### src/rtl/pc_gen.sv
// pc_gen: fetch-stage program counter with stall hold, a one-entry redirect buffer,
// exception entry and eret return.
module pc_gen #(
    parameter int               WIDTH    = 32,
    parameter int               STEP     = 4,
    parameter logic [WIDTH-1:0] RESET_PC = WIDTH'(32'h3000),
    parameter logic [WIDTH-1:0] EXC_VEC  = WIDTH'(32'h4180),
    parameter logic [WIDTH-1:0] IMEM_LO  = WIDTH'(32'h3000),
    parameter logic [WIDTH-1:0] IMEM_HI  = WIDTH'(32'h6ffc)
) (
    input  logic             clk,
    input  logic             reset,
    input  logic             stall,
    input  logic             redirect_valid,
    input  logic [WIDTH-1:0] redirect_target,
    input  logic             exc_req,
    input  logic             eret_req,
    input  logic [WIDTH-1:0] epc,
    output logic [WIDTH-1:0] pc,
    output logic [WIDTH-1:0] pc_step,
    output logic             pending,
    output logic             fetch_adel
);
    typedef enum logic {RUN, HOLD} state_t;
    state_t           state, state_nxt;
    logic [WIDTH-1:0] pc_nxt, tgt, tgt_nxt;
    always_ff @(posedge clk) begin
        if (reset) begin
            state <= RUN;
            pc    <= RESET_PC;
            tgt   <= '0;
        end else begin
            state <= state_nxt;
            pc    <= pc_nxt;
            tgt   <= tgt_nxt;
        end
    end
    // a redirect arriving together with a buffered one on stall release is dropped
    always_comb begin
        state_nxt = state;
        pc_nxt    = pc_step;
        tgt_nxt   = tgt;
        if (exc_req) begin
            pc_nxt    = EXC_VEC;
            state_nxt = RUN;
        end else if (eret_req) begin
            pc_nxt    = epc;
            state_nxt = RUN;
        end else if (stall) begin
            pc_nxt = pc;
            if (redirect_valid) begin
                tgt_nxt   = redirect_target;
                state_nxt = HOLD;
            end
        end else if (state == HOLD) begin
            pc_nxt    = tgt;
            state_nxt = RUN;
        end else if (redirect_valid) begin
            pc_nxt = redirect_target;
        end
    end
    assign pc_step    = pc + WIDTH'(STEP);
    assign pending    = state == HOLD;
    assign fetch_adel = (pc[1:0] != 2'b00) || (pc < IMEM_LO) || (pc > IMEM_HI);
endmodule

### config.mk
export PLATFORM = sky130hd
export DESIGN_NAME = pc_gen
export DESIGN_NICKNAME = d
export VERILOG_FILES = /design/src/rtl/pc_gen.sv
export SDC_FILE = /design/constraint.sdc
export NUM_CORES = 1
export LEC_CHECK = 0
export BUFFER_PORTS_ARGS = -buffer_cell sky130_fd_sc_hd__buf_2
export CAP_MARGIN = 30
export CORE_ASPECT_RATIO = 1.5
export CORE_UTILIZATION = 45
export CTS_BUF_LIST = sky130_fd_sc_hd__clkbuf_2
export CTS_CLUSTER_DIAMETER = 120
export DETAILED_ROUTE_END_ITERATION = 7
export PLACE_DENSITY_LB_ADDON = 0.12
export RECOVER_POWER = 50
export SLEW_MARGIN = 25
export SYNTH_ARGS = -nofsm -noshare
export SYNTH_HDL_FRONTEND = slang
export SYNTH_SLANG_ARGS = --single-unit
### constraint.sdc
create_clock -name clk -period 2.88 [get_ports clk]
set_clock_uncertainty 0.2 [all_clocks]
set_input_delay 0.144 -clock clk [delete_from_list [all_inputs] [get_ports clk]]
set_output_delay 0.144 -clock clk [all_outputs]
set_load 0.1 [all_outputs]
==> results.toml, run 1 <==
[floorplanning]
chipHeight_um = 117.7
rows = 41
die_w_um = 79.14
ios = 136
start_util_pct = 47.16
die-area_um2 = 9315
core_um2 = 8516

[critical_path]
critPathMaxStageDelay_ps = 530
crit_chain = "nand4_4 > or4_4 > o31a_1 > or2_2 > buf_6"
r2r_slack_ps = 160
r2r-end = "pc[19]"
critical_path_class = "reg -> out"
worst-path-max-fanout = 7
r2r_start = "pending"
cpMaxStageDelayCell = "or4_4"
arrival_ps = 2510
reg2reg_depth = 5
crit_path_end_kind = "output pin"
cp_top_family = "simple AND/OR/NAND/NOR gates"
crit_buf_inv = 1
critPathLaunchType = "register"
critPathRequiredTime_ps = 2540

[grt]
antenna_found_initial = 0
grtUsageMet3_pct = 5.814
grt.overflow.total = 0
track_usage_pct = 37.36
grtUsageMet2_pct = 63.52
grt_max_degree = 42
grt_pass1_vias = 5342
busiest_layer = "met2"
grtUsageMet1_pct = 43.18
grt_pass1_wl_mm = 26.81

[sta]
clock.fmax_mhz = 350.3
whs_ps = 11.23
fin_crit_sh_pct = 99.11
tightest_slew_ps = 1219
drv_slew = 0
post-route-min-period_ps = 2854
maxSlewHeadroom_pct = 19.08
setup_viol = 0
rsz0062_at_grt = "true"
hold_viol_final = 0

[cts]
clock-root-buffer = "clkbuf_2"
cts.sinks = 65
cts_buffers = 9
cts_tree = "yes"
clk_pin_slew_ps = 200
htreeDepth = 3
cts_buffer_depth = 2
clock_latency_ps = 540

[worst_hold_path]
hold_path_depth = 5
hold_path_class = "in -> reg"
hold_start = "redirect_valid"
whs_endpoint = "pc[4]"

[route]
num_vias = 5536
drtIter0Drc = 602
wl_per_cell_um = 19.53
antenna_left = 0
drt-total-wl_mm = 17.56
drc = 0
first_pass_iters = 6
vias_per_cell = 6.158

[logic_synthesis]
synth_area_um2 = 4016
async_reset_ff_share_pct = 0
synth_seq_cells = 65
synthCells = 541
synth_fp_nets = 612
avgSynthCellArea_um2 = 7.424
synth-edff-count = 0
synth_cell_types = 58
synth-main-ff-cell = "dfxtp_1"
ys_warn_count = 0
yosys-top-cells-area = "dfxtp_1 (32%), nand2_1 (9.8%), a21oi_1 (6.7%), clkbuf_1 (3.8%), xnor2_1 (3.7%)"
netlist.area_leader.share_pct = 32.40
ys_seq_area_share_pct = 32.40
synth_area_leader_cell = "dfxtp_1"

[layout]
final_cell_mix = "dlygate4sd3_1 (112), nand2_1 (104), buf_2 (86)"
area_delta_synth_final_pct = 68.44
multi_input_area_um2 = 2919
diodes = 0
layout-drive-gt1-share_pct = 29.29
layout_commonest_cell = "dlygate4sd3_1"
fill_cells = 604
nNetsFinal = 858
final_cell_area_um2 = 6765
register_area_um2 = 1389

[outcome]
outcome = "completed"

[pwr]
power.internal_mw = 1.341
switching_power_mw = 1.064
comb_power_share_pct = 39.7
p_clk_share_pct = 19.3
power.leakage_nw = 2.831
p_per_area_nw_per_um2 = 355.5
ir_drop_v = 0.0003889
switching_share_pct = 44.24
seqPwrFrac_pct = 41.1

[placement]
gp_congestion = 0.8877
io_buffer_count = 135
dpl_cell_area_um2 = 5346
dp_hpwl_mm = 10.75

[run]
max_cap_violations = 0
power by group through the flow:
stage	Sequential [mW]	Combinational, mW	Clock (mW)
detailed placement	1.02	0.801	0
CTS	0.982	0.934	0.457
floorplan	1.17	0.448	0
finish	0.988	0.955	0.463
global placement	1.02	0.795	0
global route	0.992	0.990	0.498
worst reg2reg max path, stage by stage, from the launching register on:
cell and delay, ps:
dfxtp_1 500, or2_2 550, nor2_1 490, nand3_1 140, a41oi_1 210, dlygate4sd3_1 570
synth_stat cells (4+ instances only):
cell,number
a211oi_1,4
a21oi_1,54
a221o_1,13
a221oi_1,12
a22o_1,4
a31oi_1,5
and4_1,5
buf_1,4
clkbuf_1,41
dfxtp_1,65
inv_1,9
mux2i_1,7
nand2_1,105
nand2b_1,8
nand3_1,18
nand4_1,11
nor2_1,30
nor3_1,12
nor4_1,15
o21ai_0,19
o221ai_1,7
o22ai_1,6
o31a_1,4
o31ai_1,5
or2_2,7
xnor2_1,17
xor2_1,9
registers in the layout, summed over array words and instances (netlist names), named ones only:
signal,flops
tgt,32
pc,30
pending,1
per-stage QoR:
step           util, %  instances  worst slack, ps  total power, mW  setup TNS, ps
3_5_place_dp     62.78        750            328.5            1.819              0
6_report         79.44        899            25.68            2.405              0
2_1_floorplan        -        541           -90.58            1.619         -149.3
3_3_place_gp     62.78        750            364.8            1.810              0
5_1_grt          79.44        899           -73.14            2.480         -287.7
4_1_cts          78.70        891           0.8475            2.373              0
layer usage:
layer | part of all wire (%) | vias to the layer above
li1 | - | 2467
met1 | 37 | 2623
met2 | 50 | 364
met3 | 7.8 | 82
met4 | 4.8 | 0
met5 | 0 | -
what timing repair did:
action | 4_1_cts | 5_1_grt
endpoints found under the setup margin | 14 | 14
gates resized for setup | 18 | 10
hold endpoints to repair | 64 | 0
hold buffers | 112 | 0
pin swaps | 3 | 8
gates cloned | 1 | 0
setup buffers | 12 | 8
worst max-delay path by stage:
stage	startpoint	end	slack, ps	cells after the start
after floorplan	pc[26]	pc[31]	-90	6
after global placement	pc[11]	pc_step[31]	360	5
after detailed placement	pc[11]	pc_step[31]	330	5
after CTS	pc[20]	pc_step[25]	0.8	6
after global routing	pc[22]	pc_step[28]	-70	6
final	pc[13]	pc_step[28]	30	5
kinds of logic after synthesis:
| group | Yosys count | share of synthesized area [%] |
|---|---|---|
| compound gates | 155 | 26.36 |
| xor+xnor | 26 | 5.670 |
| fa+ha+maj | 1 | 0.3115 |
| buf+inv | 61 | 6.261 |
| flops | 65 | 32.40 |
| mux | 9 | 2.305 |
| simple gates | 224 | 26.70 |
final cells by class:
type	count	area share, %
clock inverter	5	0.3329
timing repair buffer	286	32.70
inverter	9	0.4994
tap	107	1.979
multi-input combinational	416	43.15
clock buffer	11	0.8138
sequential	65	20.53
(Power assumes the default switching activity.)
==> run 2, diff against run 1 <==
CORE_MARGIN = 4   (was not set)
clock period = 2.4 ns   (was 2.88 ns; I/O delays follow)
==> run 2 against run 1 <==
Against the previous run: the run now ends with DRC, hold timing, setup timing left; non-clock buffer count grew 71; sequential power up 20%; clock-buffer cell count down 2; worst hold slack got worse by 24 ps; cell area grew 20%; critical endpoint is now pc_step[27].
==> results.toml, run 2 (synthesis gave the netlist of run 1 again) <==
[outcome]
outcome = "complete, but fails checks"
violations = "DRC, hold timing, setup timing"

[cts]
cts_tree = "yes"
cts_buffers = 9
clock-root-buffer = "clkbuf_2"
clk_pin_slew_ps = 230
clock_latency_ps = 620
htreeDepth = 3
cts.sinks = 65
cts_buffer_depth = 2

[route]
drtIter0Drc = 1162
wl_per_cell_um = 28.64
num_vias = 6977
first_pass_iters = 8
drt-total-wl_mm = 27.89
drc = 109
vias_per_cell = 7.163
antenna_left = 0

[worst_hold_path]
hold_path_class = "in -> reg"
hold_start = "eret_req"

[grt]
antenna_found_initial = 2
track_usage_pct = 40.92
grt_pass1_wl_mm = 33.23
grt_pass1_vias = 6248
grt.overflow.total = 0
grt_max_degree = 41

[sta]
fin_setup_tns_ps = -13120
maxSlewHeadroom_pct = 34.33
fin_crit_sh_pct = 127.3
layout_setup_ws_ps = -655.8
post-route-min-period_ps = 3056
hold_viol_final = 1
rsz0062_at_grt = "true"
drv_slew = 0
whs_ps = -13.01
tightest_slew_ps = 981.4
clock.fmax_mhz = 327.2
setup_viol = 42

[pwr]
p_per_area_nw_per_um2 = 416.4
ir_drop_v = 0.0005589
total_power_mw = 3.386
power.leakage_nw = 3.499

[layout]
largest_reg_flops = 32
area_delta_synth_final_pct = 102.5
nNetsFinal = 929
regMostFlops = "tgt"
final_cell_area_um2 = 8132
final_cell_mix = "dlygate4sd3_1 (126), nand2_1 (97), buf_2 (70), buf_4 (70), a21oi_1 (53)"
instances_no_fill = 974
layout-drive-gt1-share_pct = 41.37
layout_commonest_cell = "dlygate4sd3_1"

[critical_path]
critPathLaunchType = "register"
critPathRequiredTime_ps = 2080
arrival_ps = 2740
cp-startpoint = "pc[19]"
crit_path_end_kind = "output pin"
r2r_start = "pc[2]"
worst-path-max-fanout = 4
critical_path_class = "reg -> out"

[placement]
dpl_cell_area_um2 = 5863
io_buffer_count = 135
placed_cells = 771
dp_hpwl_mm = 12.02
gp_congestion = 0.9344

[floorplanning]
core_um2 = 8776
ios = 136
start_util_pct = 45.77
die_w_um = 85.14
chipHeight_um = 123.7
rows = 42
die-area_um2 = 10530

[run]
max_cap_violations = 0
run 2: cell count changes in the layout (fill, tap and decap cells not counted), moves of 14 or more:
| cell | before | now |
|---|---|---|
| buf_6 | 4 | 24 |
| dlygate4sd3_1 | 112 | 126 |
| buf_12 | 9 | 27 |
| buf_2 | 86 | 70 |
| clkbuf_2 | 11 | 45 |
| buf_4 | 41 | 70 |
| clkbuf_1 | 34 | 0 |
run 2: routing by layer:
layer / vias to the layer above / track usage, % / wire [um]
li1: 2618 / - / -
met1: 3158 / 44.08 / 8494
met2: 850 / 71.40 / 12520
met3: 349 / 10.66 / 3783
met4: 2 / 24.55 / 3085
met5: - / 0 / 13
run 2: final timing paths:
path	to	slack (ps)	cells past startpoint
min	pc[19]	-10	4
min reg2reg	pc[21]	460	2
max reg2reg	pc[4]	-180	10
max	pc_step[27]	-660	5
run 2: what timing repair did:
action                                 CTS  global route
pin swaps                               23            22
hold buffers                           129             2
setup buffers                           29            31
setup endpoints to repair               25            40
gates cloned                             1             0
endpoints found under the hold margin   64             3
resized for setup                       47            57
run 2: stage by stage:
stage	setup WS, ps	util, %
final	-655.8	92.66
after global routing	-735.3	92.66
after CTS	-398.6	87.75
after detailed placement	119.9	66.81
after global placement	131.7	66.81
after floorplan	-465.6	-
run 2: worst max-delay path: stages (launching register included):
cell     delay (ps)
dfxtp_4         410
nand3_1         280
or4_4           590
nor4_1          460
or2_4           230
buf_12          170
run 2: power by group:
part           total, mW  switching, mW  internal (mW)
registers           1.19         0.0745           1.11
clock network      0.779          0.537          0.242
logic               1.42          0.929          0.489
run 2: final cells by class:
class,count,area [um^2]
clock buffer,9,45.04
fill,305,644.4
antenna,1,2.502
clock inverter,7,67.56
sequential,65,1400
timing repair buffer,357,3173
multi-input combinational,416,3272
inverter,9,33.78
tap,110,137.6
==> run 3, diff against run 2 <==
--- a/config.mk
+++ b/config.mk
@@ -17,2 +17,3 @@
 export RECOVER_POWER = 50
+export SKIP_LAST_GASP = 1
 export SLEW_MARGIN = 25
--- a/constraint.sdc
+++ b/constraint.sdc
@@ -4,2 +4,2 @@
 set_output_delay 0.12 -clock clk [all_outputs]
-set_load 0.1 [all_outputs]
+set_load 0.02 [all_outputs]
==> run 3 against run 2 <==
Against the previous run: the run ends with setup timing left; routed wire length decreased by 34%; utilization decreased by 12 points; first-iteration DRC count decreased by 55%; register-to-register slack got worse by 70 ps; clock-buffer cell count unchanged; cell count decreased by 3.0%; worst setup slack improved by 340 ps; worst hold slack improved by 120 ps; die area unchanged; clock power increased by 2.6%; fmax increased by 13%.
==> results.toml, run 3 (synthesis gave the netlist of run 1 again) <==
[pwr]
p_clk_share_pct = 28.6
comb_power_share_pct = 29.4
power.internal_mw = 1.852
power.leakage_nw = 3.136
ir_drop_v = 0.0004843
switching_power_mw = 0.9426
p_per_area_nw_per_um2 = 396.7
seqPwrFrac_pct = 42.0
total_power_mw = 2.795
switching_share_pct = 33.73

[floorplanning]
die_w_um = 85.14
die-area_um2 = 10530
start_util_pct = 45.77
rows = 42
chipHeight_um = 123.7
core_um2 = 8776
ios = 136

[cts]
clk_pin_slew_ps = 230
cts.sinks = 65
cts_buffers = 9
clock-root-buffer = "clkbuf_2"
cts_buffer_depth = 2
cts_tree = "yes"
clock_latency_ps = 520
htreeDepth = 3

[critical_path]
crit_path_end_kind = "output pin"
arrival_ps = 2390
r2r-end = "pc[25]"
worst-path-max-fanout = 5
r2r_slack_ps = -250
critical_path_class = "reg -> out"
r2r_start = "pending"
critPathLaunchType = "register"
reg2reg_depth = 6
critPathRequiredTime_ps = 2080

[layout]
regMostFlops = "tgt"
multi_input_area_um2 = 2853
instances_no_fill = 945
layout-drive-gt1-share_pct = 35.57
final_util_pct = 80.27
fill_cells = 626
final_cell_area_um2 = 7044
final_cell_mix = "dlygate4sd3_1 (125), buf_2 (109), nand2_1 (98)"
nNetsFinal = 901
register_area_um2 = 1336
diodes = 0
largest_reg_flops = 32
layout_commonest_cell = "dlygate4sd3_1"
area_delta_synth_final_pct = 75.39

[placement]
placed_cells = 779
gp_congestion = 0.8848
dpl_cell_area_um2 = 4999
io_buffer_count = 135
pre_cts_ws_ps = 159.1
dp_hpwl_mm = 11.53

[sta]
fin_setup_tns_ps = -2679
rsz0062_at_grt = "true"
maxSlewHeadroom_pct = 40.48
drv_slew = 0
setup_viol = 19
tightest_slew_ps = 892.8
hold_viol_final = 0
layout_setup_ws_ps = -310.9
fin_crit_sh_pct = 113.0
post-route-min-period_ps = 2711
clock.fmax_mhz = 368.9
whs_ps = 110.0

[worst_hold_path]
whs_endpoint = "pc[31]"
hold_path_class = "in -> reg"
hold_path_depth = 4
hold_start = "eret_req"

[route]
drt-total-wl_mm = 18.37
antenna_left = 0
drc = 0
first_pass_iters = 6
drtIter0Drc = 526
num_vias = 5677
wl_per_cell_um = 19.44
vias_per_cell = 6.007

[grt]
grt.overflow.total = 0
grt_max_degree = 41
track_usage_pct = 33.59
antenna_found_initial = 0
grt_pass1_wl_mm = 27.55
grt_pass1_vias = 5443

[run]
max_cap_violations = 0

[outcome]
violations = "setup timing"
outcome = "complete, but fails checks"
## run 3: changes by cell type in the layout (fill, tap and decap cells not counted), moves of 11 or more
cell	change
buf_2	+39
clkbuf_2	-36
buf_12	-27
dfxtp_4	-20
xnor2_4	-13
dfxtp_1	+11
## run 3: worst max path at each step
| stage | startpoint | depth (start not counted) | end |
|---|---|---|---|
| after global placement | pc[11] | 5 | pc_step[30] |
| after CTS | pc[16] | 6 | pc_step[31] |
| after floorplan | pc[10] | 7 | pc[31] |
| final | pc[11] | 5 | pc_step[30] |
| after global routing | pc[16] | 6 | pc_step[31] |
| after detailed placement | pc[13] | 5 | pc_step[30] |
## run 3: final cells by class
class                           count  share of cell area, %
Sequential cell                    65                  18.97
Tap cell                          110                  1.954
Multi-Input combinational cell    416                  40.50
Inverter                            9                 0.4796
Clock inverter                      7                  1.350
Clock buffer                        9                 0.6394
Timing Repair Buffer              329                  36.11
## run 3: power by group through the flow
stage               Sequential, mW  Clock, mW  Combinational [mW]
global route                  1.18      0.857               0.868
finish                        1.17      0.799               0.821
detailed placement            1.19          0               0.598
CTS                           1.17      0.796               0.774
global placement              1.19          0               0.594
floorplan                     1.22          0               0.311
## run 3: per-layer routing
metal	global-route usage, %	part of all wire (%)	vias up
met3	6.287	7.6	81
met5	0	0	-
li1	-	-	2562
met4	18.91	5.3	0
met1	38.57	37	2692
met2	58.17	50	342
## run 3: critical path: stages, from the launching register on
cell     delay [ps]
dfxtp_4         420
nand4_4         140
or4_4           560
o31a_1          280
or2_2           320
buf_6           140
## run 3: what timing repair did
action | 4_1_cts | 5_1_grt
setup endpoints to repair | 24 | 60
setup buffers | 19 | 6
endpoints found under the hold margin | 65 | 1
gates resized for setup | 77 | 46
gates cloned | 1 | 0
hold buffers | 124 | 1
pin swaps | 22 | 14
